<file path="config.mk">
export PLATFORM = sky130hd
export DESIGN_NAME = lsu_mem_initiator_flat
export DESIGN_NICKNAME = d
export VERILOG_FILES = /design/src/rtl/lsu_mem_initiator_if.sv /design/src/rtl/lsu_mem_initiator.sv /design/src/flat_wrapper.sv
export SDC_FILE = /design/constraint.sdc
export NUM_CORES = 1
export LEC_CHECK = 0
export CAP_MARGIN = 40
export CORE_AREA = 2 2 158 160
export CTS_BUF_LIST = sky130_fd_sc_hd__clkbuf_8
export DETAILED_ROUTE_END_ITERATION = 8
export DIE_AREA = 0 0 160 162
export GPL_TIMING_DRIVEN = 0
export PLACE_DENSITY = 0.73
export SLEW_MARGIN = 5
export SYNTH_ARGS = -nofsm -noshare
export SYNTH_HDL_FRONTEND = slang
export SYNTH_SLANG_ARGS = --single-unit
</file>
<file path="constraint.sdc">
create_clock -name clock -period 2.1 [get_ports clock]
set_clock_uncertainty 0.1 [all_clocks]
set_input_delay 0.42 -clock clock [delete_from_list [all_inputs] [get_ports clock]]
set_output_delay 0.42 -clock clock [all_outputs]
set_load 0.01 [all_outputs]
</file>
<file path="src/rtl/lsu_mem_initiator_if.sv">
// lsu_mem_initiator_if: request/response handshakes and data-memory port 1 bus of the LSU initiator
// Signal groups (modport master = initiator side, slave = core/memory environment side):
//   req_valid/req_ready, req_write, req_type, req_addr, req_wdata : load/store request
//   resp_valid/resp_ready, resp_rdata, resp_error                : response
//   MemReadEn, MemWriteEn, loadtype, storetype, AddressBus,
//   DataMemoryInput                                              : drive to memory
//   DataMemoryOutput                                             : registered read data from memory
interface lsu_mem_initiator_if #(
    parameter int ADDR_W = 64,
    parameter int DATA_W = 64
);
    logic              req_valid;
    logic              req_ready;
    logic              req_write;
    logic [3:0]        req_type;
    logic [ADDR_W-1:0] req_addr;
    logic [DATA_W-1:0] req_wdata;
    logic              resp_valid;
    logic              resp_ready;
    logic [DATA_W-1:0] resp_rdata;
    logic              resp_error;
    logic              MemReadEn;
    logic              MemWriteEn;
    logic [3:0]        loadtype;
    logic [3:0]        storetype;
    logic [ADDR_W-1:0] AddressBus;
    logic [DATA_W-1:0] DataMemoryInput;
    logic [DATA_W-1:0] DataMemoryOutput;

    modport master (
        input  req_valid, req_write, req_type, req_addr, req_wdata, resp_ready, DataMemoryOutput,
        output req_ready, resp_valid, resp_rdata, resp_error,
        output MemReadEn, MemWriteEn, loadtype, storetype, AddressBus, DataMemoryInput
    );

    modport slave (
        output req_valid, req_write, req_type, req_addr, req_wdata, resp_ready, DataMemoryOutput,
        input  req_ready, resp_valid, resp_rdata, resp_error,
        input  MemReadEn, MemWriteEn, loadtype, storetype, AddressBus, DataMemoryInput
    );
endinterface

</file>
<file path="src/rtl/lsu_mem_initiator.sv">
// lsu_mem_initiator: one-at-a-time load/store initiator between the memory stage and data-memory port 1
// Ports:
//   clock : single clock, posedge
//   rst   : asynchronous active-low reset
//   bus   : lsu_mem_initiator_if.master (request, response and memory-side signals)
// Optional feature: define LSU_MISALIGN_TRAP_EN to reject accesses whose address is not a
// multiple of the access size (error response, no memory access).
`ifndef LSU_DEFS_SVH
`define LSU_DEFS_SVH
`define BIT_WIDTH              64
`define MEMORY_BITS            8
`define LOAD_BYTE              4'd0
`define LOAD_HALFWORD          4'd1
`define LOAD_WORD              4'd2
`define LOAD_DOUBLEWORD        4'd3
`define LOAD_BYTE_UNSIGNED     4'd4
`define LOAD_HALFWORD_UNSIGNED 4'd5
`define LOAD_WORD_UNSIGNED     4'd6
`define STORE_BYTE             4'd0
`define STORE_HALFWORD         4'd1
`define STORE_WORD             4'd2
`define STORE_DOUBLEWORD       4'd3
`endif

module lsu_mem_initiator #(
    parameter int ADDR_W = 64,
    parameter int DATA_W = `BIT_WIDTH
) (
    input logic               clock,
    input logic               rst,
    lsu_mem_initiator_if.master bus
);
    typedef enum logic [1:0] {IDLE, ISSUE, CAPTURE, RESP} state_t;

    state_t            state_q, state_d;
    logic              write_q, write_d;
    logic [3:0]        type_q, type_d;
    logic [ADDR_W-1:0] addr_q, addr_d;
    logic [DATA_W-1:0] wdata_q, wdata_d;
    logic [DATA_W-1:0] rdata_q, rdata_d;
    logic              error_q, error_d;
    logic              legal, misaligned, illegal;
    logic              issue, read_en, write_en;

    always_comb begin
        legal = bus.req_write
            ? bus.req_type inside {`STORE_BYTE, `STORE_HALFWORD, `STORE_WORD, `STORE_DOUBLEWORD}
            : bus.req_type inside {`LOAD_BYTE, `LOAD_HALFWORD, `LOAD_WORD, `LOAD_DOUBLEWORD,
                                   `LOAD_BYTE_UNSIGNED, `LOAD_HALFWORD_UNSIGNED, `LOAD_WORD_UNSIGNED};
        illegal = !legal || misaligned;
    end

`ifdef LSU_MISALIGN_TRAP_EN
    logic [2:0] size_mask;
    always_comb begin
        size_mask = bus.req_write
            ? (bus.req_type == `STORE_DOUBLEWORD ? 3'd7 :
               bus.req_type == `STORE_WORD       ? 3'd3 :
               bus.req_type == `STORE_HALFWORD   ? 3'd1 : 3'd0)
            : (bus.req_type == `LOAD_DOUBLEWORD                                    ? 3'd7 :
               bus.req_type inside {`LOAD_WORD, `LOAD_WORD_UNSIGNED}                ? 3'd3 :
               bus.req_type inside {`LOAD_HALFWORD, `LOAD_HALFWORD_UNSIGNED}        ? 3'd1 : 3'd0);
        misaligned = |(bus.req_addr[2:0] & size_mask);
    end
`else
    assign misaligned = 1'b0;
`endif

    always_ff @(posedge clock or negedge rst) begin
        if (!rst) begin
            state_q <= IDLE;
            write_q <= 1'b0;
            type_q  <= '0;
            addr_q  <= '0;
            wdata_q <= '0;
            rdata_q <= '0;
            error_q <= 1'b0;
        end else begin
            state_q <= state_d;
            write_q <= write_d;
            type_q  <= type_d;
            addr_q  <= addr_d;
            wdata_q <= wdata_d;
            rdata_q <= rdata_d;
            error_q <= error_d;
        end
    end

    always_comb begin
        state_d = state_q;
        write_d = write_q;
        type_d  = type_q;
        addr_d  = addr_q;
        wdata_d = wdata_q;
        rdata_d = rdata_q;
        error_d = error_q;
        case (state_q)
            IDLE: if (bus.req_valid) begin
                write_d = bus.req_write;
                type_d  = bus.req_type;
                addr_d  = bus.req_addr;
                wdata_d = bus.req_wdata;
                error_d = illegal;
                state_d = illegal ? RESP : ISSUE;
            end
            ISSUE: state_d = write_q ? RESP : CAPTURE;
            CAPTURE: begin
                rdata_d = bus.DataMemoryOutput;
                state_d = RESP;
            end
            RESP: if (bus.resp_ready) begin
                rdata_d = '0;
                error_d = 1'b0;
                state_d = IDLE;
            end
            default: state_d = IDLE;
        endcase
    end

    // Memory-side lines are gated to zero outside ISSUE so the memory sees an idle bus.
    always_comb begin
        issue               = state_q == ISSUE;
        read_en             = issue && !write_q;
        write_en            = issue && write_q;
        bus.req_ready       = state_q == IDLE;
        bus.resp_valid      = state_q == RESP;
        bus.resp_rdata      = rdata_q;
        bus.resp_error      = error_q;
        bus.MemReadEn       = read_en;
        bus.MemWriteEn      = write_en;
        bus.loadtype        = read_en ? type_q : 4'd0;
        bus.storetype       = write_en ? type_q : 4'd0;
        bus.AddressBus      = issue ? addr_q : '0;
        bus.DataMemoryInput = write_en ? wdata_q : '0;
    end
endmodule

</file>
<file path="src/flat_wrapper.sv">
// flat-port wrapper written by rule: the top's interface ports become plain ports
module lsu_mem_initiator_flat 
#(
    parameter int ADDR_W = 64,
    parameter int DATA_W = `BIT_WIDTH
)
  (clock, rst, bus_req_valid, bus_req_write, bus_req_type, bus_req_addr, bus_req_wdata, bus_resp_ready, bus_DataMemoryOutput, bus_req_ready, bus_resp_valid, bus_resp_rdata, bus_resp_error, bus_MemReadEn, bus_MemWriteEn, bus_loadtype, bus_storetype, bus_AddressBus, bus_DataMemoryInput);
  lsu_mem_initiator_if #(.ADDR_W(ADDR_W), .DATA_W(DATA_W)) bus_i ();
  input logic clock;
  input logic rst;
  input wire logic [$bits(bus_i.req_valid)-1:0] bus_req_valid;
  input wire logic [$bits(bus_i.req_write)-1:0] bus_req_write;
  input wire logic [$bits(bus_i.req_type)-1:0] bus_req_type;
  input wire logic [$bits(bus_i.req_addr)-1:0] bus_req_addr;
  input wire logic [$bits(bus_i.req_wdata)-1:0] bus_req_wdata;
  input wire logic [$bits(bus_i.resp_ready)-1:0] bus_resp_ready;
  input wire logic [$bits(bus_i.DataMemoryOutput)-1:0] bus_DataMemoryOutput;
  output wire logic [$bits(bus_i.req_ready)-1:0] bus_req_ready;
  output wire logic [$bits(bus_i.resp_valid)-1:0] bus_resp_valid;
  output wire logic [$bits(bus_i.resp_rdata)-1:0] bus_resp_rdata;
  output wire logic [$bits(bus_i.resp_error)-1:0] bus_resp_error;
  output wire logic [$bits(bus_i.MemReadEn)-1:0] bus_MemReadEn;
  output wire logic [$bits(bus_i.MemWriteEn)-1:0] bus_MemWriteEn;
  output wire logic [$bits(bus_i.loadtype)-1:0] bus_loadtype;
  output wire logic [$bits(bus_i.storetype)-1:0] bus_storetype;
  output wire logic [$bits(bus_i.AddressBus)-1:0] bus_AddressBus;
  output wire logic [$bits(bus_i.DataMemoryInput)-1:0] bus_DataMemoryInput;
  assign bus_i.req_valid = bus_req_valid;
  assign bus_i.req_write = bus_req_write;
  assign bus_i.req_type = bus_req_type;
  assign bus_i.req_addr = bus_req_addr;
  assign bus_i.req_wdata = bus_req_wdata;
  assign bus_i.resp_ready = bus_resp_ready;
  assign bus_i.DataMemoryOutput = bus_DataMemoryOutput;
  assign bus_req_ready = bus_i.req_ready;
  assign bus_resp_valid = bus_i.resp_valid;
  assign bus_resp_rdata = bus_i.resp_rdata;
  assign bus_resp_error = bus_i.resp_error;
  assign bus_MemReadEn = bus_i.MemReadEn;
  assign bus_MemWriteEn = bus_i.MemWriteEn;
  assign bus_loadtype = bus_i.loadtype;
  assign bus_storetype = bus_i.storetype;
  assign bus_AddressBus = bus_i.AddressBus;
  assign bus_DataMemoryInput = bus_i.DataMemoryInput;
  lsu_mem_initiator #(.ADDR_W(ADDR_W), .DATA_W(DATA_W)) u_core (.clock(clock), .rst(rst), .bus(bus_i));
endmodule
</file>
==> reports/results.txt <==
peak supply drop - 0.7065 mV
via count - 6664
H-tree depth - 4
Ys Warns - 0
Period minus WS final - 2.308 ns
post-route ant nets - 0
Cell Area, Placed - 12900 um^2
Worst Path Max Fanout - 10
Final Cycle Share - 109.9%
Starting Density - 34.89%
Avg Cell Area, Syn - 13.81 um^2
CP required - 1.58 ns
Synth Register Bits - 200
DRT met1 WL - 11120 um
distinct cell type count after synthesis - 27
drt wl/cell - 20.03 um
clock root buffer - clkbuf_8
Adder-Cell Fraction of Synth Area - 0.5951%
fin. max-slew vios - 0
final std cells w/o fill - 1397
synthesized cell area - 8411 um^2
CORE AREA - 24110 um^2
fraction of layout cells with a size suffix above 1 - 38.49%
largest net degree at the start of global routing - 108
Max Fclk - 433.2 MHz
CTS tree - built
final worst slack - -0.2083 ns
Die X-Extent - 160 um
deepest clock path buffer count - 2
Post-Route Setup TNS - -18.87 ns
crit end category - output pin
CP arrival - 1.79 ns
Initial DRC Count - 261
P per Cell Area - 1425 nW/um^2
status - finished, violations left
Worst Max-Slew Pin Slew - 0.8353 ns
Die ar. - 25920 um^2
crit path kind - flop to output pin
# rows - 57
vias in the first global route - 7118
Startpoint Class - flop
grt total ovfl - 0
CTS clk-pin slew, worst paths - 0.12 ns
Setup WS pre-CTS - -1.026 ns
unrepaired setup endpoints after global routing - yes
Power Total - 20140 uW
FF-to-FF setup slack - 0.12 ns
dpl cells - 1339
num ports - 406
HPWL after DPL - 20100 um
drt via density - 4.770
# DRC - 0
Antenna Cells - 0
worst hold path type - flop to flop
XOR/XNOR share of the synthesized area - 0%
port bufs - 405
Final Setup Violations - 138
Pleak - 0.006486 uW
main combinational cell family by area after synthesis - multiplexers
register area share after synthesis - 59.51%
global-route wire length before repair - 41530 um
total wire length - 27990 um
Final #Nets - 1265
GP Congestion - 0.7904
max-capacitance violation count - 0
Syn Inst Count - 609
worst skew pair latency - 0.45 ns
GRT Total Usage - 20.84%
P&R area growth vs syn - 68.03%
simple logic cell fraction of the synthesized area - 10.87%
Rel. slew slack - 44.32%
drt pass-1 iters - 4
mux contribution to synthesized area - 17.81%
post-synthesis compound-gate area fraction - 7.557%
die height - 162 um
net count after synthesis - 814
initial antenna violation count - 1
Final Hold Viols - 0
TritonCTS Buffers - 17
DR WL met3 - 1944 um
uppermost layer routed - met5
met2 wire len - 14390 um
failing checks - setup timing
final instance area - 14130 um^2
Clock Sinks - 200
-- stage by stage --
stage          hold slack (ns)  util, %
2_1_floorplan          0.02441        -
3_3_place_gp            0.3664    53.39
3_5_place_dp            0.3737    53.52
4_1_cts                 0.3963    56.59
5_1_grt                 0.4107    58.63
6_report                0.3950    58.63
-- layer usage --
layer / up-vias / global-route usage, %
met5: - / 0
met3: 33 / 6.001
li1: 3075 / -
met4: 2 / 5.692
met2: 277 / 37.05
met1: 3277 / 24.77
-- power by group --
part	switching (uW)	total (uW)	internal [uW]
sequential	1020	6730	5710
combinational	4410	11000	6580
clock	1540	2420	879
total	6970	20100	13200
-- worst max-delay path: stages (launching register included) --
cell	delay, ns
dfrtp_2	0.44
ha_4	0.19
buf_4	0.15
buf_16	0.14
clkbuf_16	0.15
and2_1	0.14
buf_2	0.14
-- synth_stat cells, drive strengths merged --
| cell type | instances | share of area [%] |
|---|---|---|
| ha | 4 | 0.60 |
| o211ai | 1 | 0.089 |
| a22o | 64 | 6.7 |
| mux2 | 133 | 18 |
| nand3 | 1 | 0.059 |
| a21oi | 2 | 0.25 |
| o21ai | 2 | 0.12 |
| clkbuf | 20 | 0.89 |
| o21a | 1 | 0.089 |
| buf | 28 | 2.6 |
| inv | 3 | 0.13 |
| nand3b | 1 | 0.089 |
| and2 | 68 | 5.1 |
| nor2 | 2 | 0.089 |
| and3 | 68 | 5.1 |
| a21o | 1 | 0.089 |
| nand2 | 2 | 0.12 |
| o31ai | 2 | 0.18 |
| nor2b | 4 | 0.33 |
| nand2b | 1 | 0.074 |
| dfrtp | 200 | 60 |
| a31oi | 1 | 0.074 |
-- area by class of cell --
type	instances	area, um^2
Sequential cell	200	5007
Tap cell	324	405.4
Fill cell	2030	9973
Clock inverter	15	142.6
Timing Repair Buffer	433	4393
Multi-Input combinational cell	358	3446
Buffer	47	493.0
Inverter	3	11.26
Clock buffer	17	234.0
-- path summary, 6_finish.rpt --
path | to | start | depth (start not counted)
worst max-delay path | bus_AddressBus[37] | u_core.state_q[0]$_DFFE_PN0P_ | 6
min in group asynchronous | u_core.wdata_q[47]$_DFFE_PN0P_ | rst | 2
max in group asynchronous | u_core.bus.resp_rdata[53]$_DFFE_PN0P_ | rst | 3
worst min register to register | u_core.wdata_q[21]$_DFFE_PN0P_ | u_core.wdata_q[21]$_DFFE_PN0P_ | 1
worst max register to register | u_core.bus.resp_rdata[58]$_DFFE_PN0P_ | u_core.state_q[1]$_DFFE_PN0P_ | 7
worst min-delay path | u_core.wdata_q[21]$_DFFE_PN0P_ | u_core.wdata_q[21]$_DFFE_PN0P_ | 1
-- registers in the layout (all words and copies together) (netlist names) --
name	cells
u_core.addr_q	64
u_core.bus.resp_rdata	64
u_core.wdata_q	64
u_core.type_q	4
u_core.state_q	2
u_core.bus.resp_error	1
u_core.write_q	1
-- timing repair --
action | CTS | global route
endpoints found under the setup margin | 140 | 181
pin swaps | 3 | 1
resized for setup | 744 | 103
endpoints found under the hold margin | 106 | 0
cloned | 7 | 4
setup buffers | 13 | 2
hold buffers | 1 | 0
-- cell families (layout without fill, tap and decap cells) --
logic type | after synthesis | count (layout)
flip-flops | 200 | 200
AO/OA/AOI/OAI | 74 | 74
adder cells (fa/ha/maj) | 4 | 4
multiplexers | 133 | 133
AND/OR/NAND/NOR | 147 | 147
buffers and inverters | 51 | 515
-- placed cells by master (no fill, tap or decap), types with 6 or more instances in the layout --
cell             synthesis  layout
dfrtp_1                200     198
inv_6                    0       7
mux2_2                  74      74
buf_6                   13     108
a22o_1                  64      64
buf_12                   0       6
and3_1                  68      31
clkbuf_2                 0       6
clkdlybuf4s50_1          0     264
clkbuf_8                 0      19
buf_4                    0      14
and3_4                   0      37
buf_2                   15      54
mux2_1                  59      59
buf_8                    0      13
and2_1                  68      21
clkbuf_16                0       7
and2_4                   0      47
(Power assumes the default switching activity.)
